File: src/rtl/fifo_uart_pkg.sv
// -----------------------------------------------------------------------------
// fifo_uart_pkg
//   Shared definitions for the FIFO-draining UART transmitter.
//   - DATA_W, STOP_BITS : frame constants (8 data bits, 1 stop bit)
//   - state_t           : transmitter FSM encoding
//   - even_parity()     : parity helper, only present in the parity build
//
// Optional feature macro: UART_TX_PARITY_EN
//   Defined   -> PARITY state and even-parity helper exist (8E1 frame).
//   Undefined -> no parity logic at all (8N1 frame).
// -----------------------------------------------------------------------------
package fifo_uart_pkg;

    localparam int DATA_W    = 8;
    localparam int STOP_BITS = 1;

    // Fixed encoding so state_dbg values stay stable between the two builds.
    typedef enum logic [2:0] {
        IDLE   = 3'd0,
        REQ    = 3'd1,
        WAIT   = 3'd2,
        START  = 3'd3,
        DATA   = 3'd4,
`ifdef UART_TX_PARITY_EN
        PARITY = 3'd5,
`endif
        STOP   = 3'd6
    } state_t;

`ifdef UART_TX_PARITY_EN
    // Even parity: the parity bit makes the total count of ones even.
    function automatic logic even_parity(input logic [DATA_W-1:0] d);
        return ^d;
    endfunction
`endif

endpackage

File: src/rtl/uart_bit_timer.sv
// -----------------------------------------------------------------------------
// uart_bit_timer
//   Counts clk cycles inside one serial bit and flags the last cycle.
//
// Ports
//   clk      in   rising-edge clock
//   rst      in   asynchronous active-low reset
//   clear    in   synchronous clear; holds the count at 0 while high
//   bit_tick out  1-cycle pulse while the count equals CLKS_PER_BIT-1
//
// The counter is ceil(log2(CLKS_PER_BIT)) bits wide and wraps to 0 on its
// own after each tick, so consecutive bits inside one state need no clear.
// -----------------------------------------------------------------------------
module uart_bit_timer #(
    parameter int CLKS_PER_BIT = 16
) (
    input  logic clk,
    input  logic rst,
    input  logic clear,
    output logic bit_tick
);

    localparam int              CNT_W = $clog2(CLKS_PER_BIT);
    localparam logic [CNT_W-1:0] LAST = CNT_W'(CLKS_PER_BIT - 1);

    logic [CNT_W-1:0] cnt;

    assign bit_tick = (cnt == LAST);

    always_ff @(posedge clk or negedge rst) begin
        if (!rst) begin
            cnt <= '0;
        end else if (clear || bit_tick) begin
            cnt <= '0;
        end else begin
            cnt <= cnt + CNT_W'(1);
        end
    end

endmodule

File: src/rtl/fifo_uart_tx.sv
// -----------------------------------------------------------------------------
// fifo_uart_tx
//   Drains bytes from an upstream FIFO (registered read data) and sends each
//   one as an asynchronous serial frame: start bit, 8 data bits LSB first,
//   optional even parity bit, one stop bit.
//
// Ports
//   clk         in   rising-edge clock
//   rst         in   asynchronous active-low reset
//   tx_en       in   drain enable; only gates the IDLE->REQ fetch decision
//   fifo_empty  in   upstream FIFO empty flag, sampled in IDLE only
//   fifo_data   in   upstream FIFO registered read data (DATA_W bits)
//   fifo_rd_en  out  registered one-cycle read strobe, high exactly in REQ
//   tx          out  serial line, idles high
//   busy        out  high from REQ through the last stop-bit cycle
//   byte_done   out  1-cycle pulse on the final clk of the stop bit
//   state_dbg   out  current FSM state (fifo_uart_pkg::state_t encoding)
//
// Parameters
//   CLKS_PER_BIT  clk cycles per serial bit, legal 2..65535
//   DATA_W        byte width, must be 8 to match the FIFO word
//
// Optional feature macro: UART_TX_PARITY_EN (adds the PARITY state).
//
// FIFO read handshake: the FIFO has no valid/ready pair. A read is requested
// only from IDLE when fifo_empty=0 was seen on that clock edge; fifo_rd_en is
// then high for exactly one cycle (REQ), the FIFO updates fifo_data on the
// edge that ends REQ, and the byte is captured on the edge that ends WAIT.
// One strobe is issued per byte and never reissued, even if reset aborts it.
// -----------------------------------------------------------------------------
module fifo_uart_tx #(
    parameter int CLKS_PER_BIT = 16,
    parameter int DATA_W       = 8
) (
    input  logic              clk,
    input  logic              rst,
    input  logic              tx_en,
    input  logic              fifo_empty,
    input  logic [DATA_W-1:0] fifo_data,
    output logic              fifo_rd_en,
    output logic              tx,
    output logic              busy,
    output logic              byte_done,
    output logic [2:0]        state_dbg
);

    import fifo_uart_pkg::*;

    localparam logic [2:0] BIT_LAST = 3'(DATA_W - 1);

    state_t            state;
    state_t            state_next;
    logic [DATA_W-1:0] shreg;
    logic [2:0]        bit_idx;
    logic              rd_en_q;
    logic              bit_tick;
    logic              timed_state;
    logic              timer_clear;
    logic              tx_bit;
`ifdef UART_TX_PARITY_EN
    logic              parity_q;
`endif

    // ------------------------------------------------------------------
    // Bit timer: runs only in the line-driving states and restarts from 0
    // whenever the FSM changes state.
    // ------------------------------------------------------------------
    always_comb begin
        timed_state = 1'b0;
        case (state)
            START, DATA, STOP: timed_state = 1'b1;
`ifdef UART_TX_PARITY_EN
            PARITY:            timed_state = 1'b1;
`endif
            default:           timed_state = 1'b0;
        endcase
    end

    assign timer_clear = !timed_state || (state_next != state);

    uart_bit_timer #(
        .CLKS_PER_BIT (CLKS_PER_BIT)
    ) u_bit_timer (
        .clk      (clk),
        .rst      (rst),
        .clear    (timer_clear),
        .bit_tick (bit_tick)
    );

    // ------------------------------------------------------------------
    // FSM state register
    // ------------------------------------------------------------------
    always_ff @(posedge clk or negedge rst) begin
        if (!rst) begin
            state <= IDLE;
        end else begin
            state <= state_next;
        end
    end

    // ------------------------------------------------------------------
    // FSM next-state logic. fifo_empty and tx_en matter only in IDLE, so
    // a frame already under way always runs to its stop bit.
    // ------------------------------------------------------------------
    always_comb begin
        state_next = state;
        case (state)
            IDLE:  if (tx_en && !fifo_empty) state_next = REQ;
            REQ:   state_next = WAIT;
            WAIT:  state_next = START;
            START: if (bit_tick) state_next = DATA;
            DATA: begin
                if (bit_tick && (bit_idx == BIT_LAST)) begin
`ifdef UART_TX_PARITY_EN
                    state_next = PARITY;
`else
                    state_next = STOP;
`endif
                end
            end
`ifdef UART_TX_PARITY_EN
            PARITY: if (bit_tick) state_next = STOP;
`endif
            STOP:  if (bit_tick) state_next = IDLE;
            default: state_next = IDLE;
        endcase
    end

    // ------------------------------------------------------------------
    // Datapath: read strobe, byte capture and shifting, bit index.
    // The shift register moves right so the current data bit is always
    // shreg[0]; parity is computed at capture, before the byte shifts out.
    // ------------------------------------------------------------------
    always_ff @(posedge clk or negedge rst) begin
        if (!rst) begin
            rd_en_q  <= 1'b0;
            shreg    <= '0;
            bit_idx  <= '0;
`ifdef UART_TX_PARITY_EN
            parity_q <= 1'b0;
`endif
        end else begin
            rd_en_q <= (state_next == REQ);
            if (state == WAIT) begin
                shreg    <= fifo_data;
                bit_idx  <= '0;
`ifdef UART_TX_PARITY_EN
                parity_q <= even_parity(fifo_data);
`endif
            end else if ((state == DATA) && bit_tick) begin
                shreg <= {1'b0, shreg[DATA_W-1:1]};
                // Hold at the last index; the FSM leaves DATA on that tick.
                if (bit_idx != BIT_LAST) begin
                    bit_idx <= bit_idx + 3'd1;
                end
            end
        end
    end

    // ------------------------------------------------------------------
    // Line driver: a pure decode of registered state, so reset forces the
    // idle-high level asynchronously.
    // ------------------------------------------------------------------
    always_comb begin
        tx_bit = 1'b1;
        case (state)
            START:   tx_bit = 1'b0;
            DATA:    tx_bit = shreg[0];
`ifdef UART_TX_PARITY_EN
            PARITY:  tx_bit = parity_q;
`endif
            default: tx_bit = 1'b1;
        endcase
    end

    assign tx         = tx_bit;
    assign fifo_rd_en = rd_en_q;
    assign busy       = (state != IDLE);
    assign byte_done  = (state == STOP) && bit_tick;
    assign state_dbg  = state;

endmodule

File: config.mk
export PLATFORM = sky130hd
export DESIGN_NAME = fifo_uart_tx
export DESIGN_NICKNAME = d
export VERILOG_FILES = /design/src/rtl/fifo_uart_pkg.sv /design/src/rtl/uart_bit_timer.sv /design/src/rtl/fifo_uart_tx.sv
export SDC_FILE = /design/constraint.sdc
export NUM_CORES = 1
export LEC_CHECK = 0
export CORE_MARGIN = 5
export CORE_UTILIZATION = 56
export CTS_BUF_LIST = sky130_fd_sc_hd__clkbuf_4
export DETAILED_ROUTE_END_ITERATION = 6
export PLACE_DENSITY_LB_ADDON = 0.25
export RECOVER_POWER = 100
export SYNTH_ARGS = -nofsm -noshare
export SYNTH_HDL_FRONTEND = slang
export SYNTH_SLANG_ARGS = --single-unit
File: constraint.sdc
create_clock -name clk -period 2.59 [get_ports clk]
set_input_delay 0.518 -clock clk [delete_from_list [all_inputs] [get_ports clk]]
set_output_delay 0.518 -clock clk [all_outputs]
set_load 0.005 [all_outputs]
==> results.sh, run 1 <==
export IMPL_status="finished, final reports clean"
export IMPL_gr_total_overflow=0
export IMPL_io_pins=19
export IMPL_critPathCaptureType="output port"
export IMPL_coreArea_um2=1690
export IMPL_place_inst=125
export IMPL_first_pass_iters=4
export IMPL_p_seq_frac=0.613
export IMPL_via_per_inst=5.74
export IMPL_ys_warn_count=0
export IMPL_synth_seq_cells=19
export IMPL_synthAdderAreaFrac=0.0389
export IMPL_clk_pin_slew_ps=100
export IMPL_numPortBuffers=18
export IMPL_skew_ps=4.00
export IMPL_r2r_worst_path_cells=3
export IMPL_drtAntennaViolNets=0
export IMPL_min_from="u_bit_timer.cnt[0]"
export IMPL_synth_cell_types=30
export IMPL_drive_above_1_share=0.0893
export IMPL_ctsHtreeMaxLevel=1
export IMPL_grt_pass1_wl_um=3520
export IMPL_wl_per_cell_um=14.7
export IMPL_grt_max_degree=20
export IMPL_num_rows=15
export IMPL_cts_sinks=19
export IMPL_max_cap_viol_count=0
export IMPL_num_vias=741
export IMPL_dieArea_um2=2660
export IMPL_cts_inserted_buffers=3
export IMPL_synth_top_flop_cell="dfrtp_1"
export IMPL_grt_pass1_vias=768
export IMPL_whs_path_depth=1
export IMPL_arrival_ps=1880
export IMPL_hold_end="u_bit_timer.cnt[0]"
export IMPL_timing_final_crit_share=0.925
export IMPL_synth_top_family_by_area="simple AND/OR/NAND/NOR gates"
export IMPL_synth_edf_count=0
export IMPL_die_y_um=51.5
export IMPL_hold_class="flip-flop to flip-flop"
export IMPL_cts_root_buf="clkbuf_4"
export IMPL_power_share_combinational=0.066
export IMPL_power_density_nw_per_um2=421
export IMPL_syn_area_um2=966
export IMPL_period_minus_slack_ps=2400
export IMPL_dp_hpwl_um=1430
export IMPL_cp_required_ps=2070
export IMPL_worst_pin_slew_ps=980
export IMPL_rsz0062_at_grt="no"
export IMPL_syn_inst=92
export IMPL_worst_slack_ps=193
export IMPL_grt_use_total=0.176
export IMPL_layoutNonFillerInstCount=129
export IMPL_clockPowerShare=0.321
export IMPL_die_w_um=51.5
export IMPL_cp_start_kind="flip-flop"
export IMPL_internal_power_uw=394
export IMPL_r2r_start="state_dbg[0]"
export IMPL_synth_top_area_cell="dfrtp_1"
export IMPL_fin_hold_ws_ps=482
export IMPL_synth_area_leaders="dfrtp_1, a221o_1, mux2i_1"
export IMPL_yosys_area_share_simple=0.218
export IMPL_clk_path_buf_depth=2
export IMPL_irDropWorstVdd_mv=0.291
export IMPL_synth_xor_area_share=0.0181
export IMPL_dp_slack_ps=485
export IMPL_regToRegSetupSlack_ps=820
export IMPL_place_congestion=0.780
export IMPL_cp_max_fo=12
export IMPL_p_leak_uw=0.000571
export IMPL_critPathKind="flip-flop to output port"
export IMPL_antenna_found_initial=0
export IMPL_clk_latency_ps=290
export IMPL_setup_viol=0
export IMPL_fin_nets=128
export IMPL_power_switching_uw=103
export IMPL_syn_area_per_cell_um2=10.5
export IMPL_synth_compound_area_frac=0.140
export IMPL_synthToLayoutAreaGrowth_pct=22.2
export IMPL_cts_tree="built"
export IMPL_drt_total_wl_um=1900
export IMPL_reg2reg_to="bit_idx[0]"
export IMPL_drtIter0Drc=12
export IMPL_synth_mux_area_fraction=0.0415
export IMPL_switching_share=0.208
export IMPL_slew_viol_final=0
export IMPL_synth_nets=107
export IMPL_fin_setup_tns_ps=0
export IMPL_remaining_drc_errors=0
export IMPL_relSlewSlack=0.346
export IMPL_initial_utilization=0.572
export IMPL_synthArstFlopShare=1.00
export IMPL_fmax_ghz=0.417
export IMPL_synth_top_area_frac=0.492
export IMPL_hold_viol=0
export IMPL_n_antenna_cell=0
export IMPL_synth_seq_area_share=0.492
## cells by family after synthesis
kind of cell / count (synthesis)
AOI/OAI and AO/OA: 19
xor gates and xnor gates: 2
adders and majority gates: 3
buffers and inverters: 11
DFF: 19
muxes: 4
and+or+nand+nor: 34
## registers in the layout, indices dropped and copies added, names as in the netlist
name / count
shreg: 8
state_dbg: 3
fifo_rd_en: 1
u_bit_timer.cnt: 4
bit_idx: 3
## worst max path at each step
stage / startpoint / endpoint / slack [ps] / cells past startpoint
detailed placement: u_bit_timer.cnt[0] / byte_done / 490 / 4
finish: state_dbg[2] / tx / 190 / 4
floorplan: u_bit_timer.cnt[0] / byte_done / 1070 / 3
global placement: u_bit_timer.cnt[0] / byte_done / 540 / 4
global route: u_bit_timer.cnt[0] / byte_done / 80 / 4
CTS: u_bit_timer.cnt[0] / byte_done / 150 / 4
## worst max-delay path, cell delays in order, from the launching register on
cell           delay [ps]
dfrtp_1               500
nor3b_2               200
buf_4                 170
a21oi_1               140
dlygate4sd3_1         590
## layer usage
metal / vias to the layer above / routed length [um] / track usage
li1: 368 / - / -
met1: 358 / 839 / 0.229
met2: 13 / 949 / 0.280
met3: 2 / 94 / 0.0516
met4: 0 / 14 / 0.0611
met5: - / 0 / 0
## through the flow
stage                     total power (uW)  instance area [um^2]  utilization
after floorplan                        318                   966            -
after global placement                 345                  1160        0.688
after detailed placement               346                  1160        0.688
after CTS                              504                  1190        0.706
after global routing                   523                  1180        0.699
final                                  497                  1180        0.699
## power groups by stage
stage          clock network [uW]  registers [uW]  logic [uW]
3_3_place_gp                    0             310        34.5
2_1_floorplan                   0             310        8.83
5_1_grt                       180             306        37.2
3_5_place_dp                    0             311        35.1
6_report                      159             305        32.9
4_1_cts                       164             305        35.4
## placed cells by master, fill, tap and decap left out, drive strengths merged, types with 3 or more instances in the layout
cell type      instances
a221o                  5
mux2i                  4
and3                   6
inv                    6
ha                     3
dlygate4sd3            8
a21oi                  4
nand2                  6
o21ai                  4
dfrtp                 19
clkdlybuf4s50         10
nor2                   8
clkbuf                 5
## area by class of cell
| cell class | count | area, um^2 |
|---|---|---|
| multi-input combinational | 62 | 432 |
| timing repair buffer | 21 | 199 |
| tap | 17 | 21.3 |
| clock buffer | 4 | 30.0 |
| fill | 123 | 509 |
| inverter | 6 | 22.5 |
| sequential | 19 | 475 |
## Yosys cell counts, types with 2 or more instances
library cell	number
buf_2	4
dfrtp_1	19
and3_1	6
a21oi_1	4
mux2i_1	4
nor2_1	8
a31oi_1	2
nand2_1	6
nand3_1	2
o21ai_0	4
nor3b_2	2
and3b_1	2
a221o_1	5
ha_1	3
inv_1	6
## what timing repair did
item,CTS,global route
resized for setup,0,1
setup buffers,0,0
hold buffers,0,0
endpoints found under the setup margin,0,1
Power figures use the tool's default switching activity.
==> run 2: changes to the inputs <==
==> constraint.sdc (replaced) <==
create_clock -name clk -period 3 [get_ports clk]
set_input_delay 0.6 -clock clk [delete_from_list [all_inputs] [get_ports clk]]
set_output_delay 0.6 -clock clk [all_outputs]
set_load 0.005 [all_outputs]
==> results.sh, run 2 (synthesis results as in run 1) <==
export IMPL_dp_hpwl_um=1440
export IMPL_relSlewSlack=0.435
export IMPL_hold_viol=0
export IMPL_p_leak_uw=0.000559
export IMPL_critPathCaptureType="output port"
export IMPL_cp_start_kind="flip-flop"
export IMPL_drive_above_1_share=0.0727
export IMPL_cp_required_ps=2400
export IMPL_reg2reg_to="bit_idx[0]"
export IMPL_reg_largest_list="shreg (8), u_bit_timer.cnt (4)"
export IMPL_arrival_ps=2020
export IMPL_timing_final_crit_share=0.875
export IMPL_cts_hold_buf=0
export IMPL_rsz0062_at_grt="no"
export IMPL_cts_sinks=19
export IMPL_fin_setup_tns_ps=0
export IMPL_layoutNonFillerInstCount=127
export IMPL_hold_end="u_bit_timer.cnt[0]"
export IMPL_dieArea_um2=2660
export IMPL_r2r_worst_path_cells=3
export IMPL_top_register="shreg"
export IMPL_critPathKind="flip-flop to output port"
export IMPL_cts_inserted_buffers=3
export IMPL_cts_tree="built"
export IMPL_place_congestion=0.790
export IMPL_initial_utilization=0.572
export IMPL_clk_latency_ps=300
export IMPL_r2r_start="state_dbg[0]"
export IMPL_whs_path_depth=1
export IMPL_place_inst=123
export IMPL_fillerInstances=130
export IMPL_final_common_cell="dfrtp_1"
export IMPL_cp_max_fo=12
export IMPL_period_minus_slack_ps=2620
export IMPL_clockPowerShare=0.326
export IMPL_setup_viol=0
export IMPL_first_pass_iters=5
export IMPL_gr_total_overflow=0
export IMPL_regToRegSetupSlack_ps=1220
export IMPL_num_vias=772
export IMPL_drtAntennaViolNets=0
export IMPL_clk_path_buf_depth=2
export IMPL_internal_power_uw=340
export IMPL_die_y_um=51.5
export IMPL_synthToLayoutAreaGrowth_pct=20.5
export IMPL_status="finished, final reports clean"
export IMPL_slew_viol_final=0
export IMPL_irDropWorstVdd_mv=0.289
export IMPL_cts_root_buf="clkbuf_4"
export IMPL_num_rows=15
export IMPL_ctsHtreeMaxLevel=1
export IMPL_drtIter0Drc=21
export IMPL_p_seq_frac=0.608
export IMPL_grt_pass1_wl_um=3520
export IMPL_power_share_combinational=0.066
export IMPL_clk_pin_slew_ps=100
export IMPL_n_antenna_cell=0
export IMPL_power_switching_uw=92.9
export IMPL_skew_ps=4.69
export IMPL_final_cell_mix="dfrtp_1, clkdlybuf4s50_1, nor2_1, dlygate4sd3_1"
export IMPL_grt_max_degree=20
export IMPL_io_pins=19
export IMPL_cts_setup_buffers=0
export IMPL_coreArea_um2=1690
export IMPL_worst_pin_slew_ps=845
export IMPL_postCtsResizedCells=0
export IMPL_switching_share=0.215
export IMPL_fmax_ghz=0.381
export IMPL_power_density_nw_per_um2=372
export IMPL_largest_register_ffs=8
export IMPL_die_w_um=51.5
export IMPL_fin_nets=126
export IMPL_drt_total_wl_um=1950
export IMPL_via_per_inst=6.08
export IMPL_hold_class="flip-flop to flip-flop"
export IMPL_grt_pass1_vias=793
export IMPL_wl_per_cell_um=15.3
export IMPL_antenna_found_initial=0
export IMPL_grt_use_total=0.177
export IMPL_remaining_drc_errors=0
export IMPL_max_cap_viol_count=0
export IMPL_numPortBuffers=18
export IMPL_min_from="u_bit_timer.cnt[0]"
run 2: changes by cell type in the layout (fill, tap and decap cells not counted), sizes merged:
| cell | change |
|---|---|
| clkbuf | -1 |
| buf | -1 |
run 2: critical path, cell delays in order (launching register included):
cell and delay [ps]:
dfrtp_1 540, nor3b_2 450, a21oi_1 150, dlygate4sd3_1 590
run 2: worst max-delay path by stage:
| stage | startpoint | to | slack (ps) | cells past startpoint |
|---|---|---|---|---|
| 2_1_floorplan | u_bit_timer.cnt[0] | byte_done | 1400 | 3 |
| 3_3_place_gp | u_bit_timer.cnt[0] | byte_done | 850 | 4 |
| 3_5_place_dp | u_bit_timer.cnt[0] | byte_done | 800 | 4 |
| 4_1_cts | u_bit_timer.cnt[0] | byte_done | 460 | 4 |
| 5_1_grt | state_dbg[2] | tx | 200 | 3 |
| 6_report | state_dbg[2] | tx | 380 | 3 |
run 2: through the flow:
step / cell area [um^2] / setup WS [ps] / utilization / total power [uW] / hold slack (ps)
2_1_floorplan: 966 / 1400 / - / 275 / 304
4_1_cts: 1180 / 458 / 0.697 / 436 / 473
3_5_place_dp: 1150 / 797 / 0.679 / 298 / 458
5_1_grt: 1160 / 196 / 0.689 / 449 / 499
3_3_place_gp: 1150 / 853 / 0.679 / 297 / 442
6_report: 1160 / 376 / 0.689 / 433 / 477
run 2: layout make-up:
type	count	area, um^2	area share
Clock buffer	4	30.0	0.0258
Multi-Input combinational cell	62	427	0.367
Inverter	6	22.5	0.0194
Tap cell	17	21.3	0.0183
Timing Repair Buffer	19	188	0.161
Sequential cell	19	475	0.409
run 2: routing by layer:
layer  part of all wire  track usage  up-vias
met3              0.048       0.0430        5
met1               0.44        0.219      375
met5                  0            0        -
li1                   -            -      369
met2               0.50        0.303       23
met4              0.016       0.0524        0
run 2: power groups by stage:
stage / sequential (uW) / combinational, uW / clock [uW]
after detailed placement: 268 / 29.4 / 0
after CTS: 263 / 29.6 / 143
after global routing: 264 / 31.4 / 154
after floorplan: 267 / 7.62 / 0
final: 263 / 28.5 / 141
after global placement: 268 / 28.7 / 0
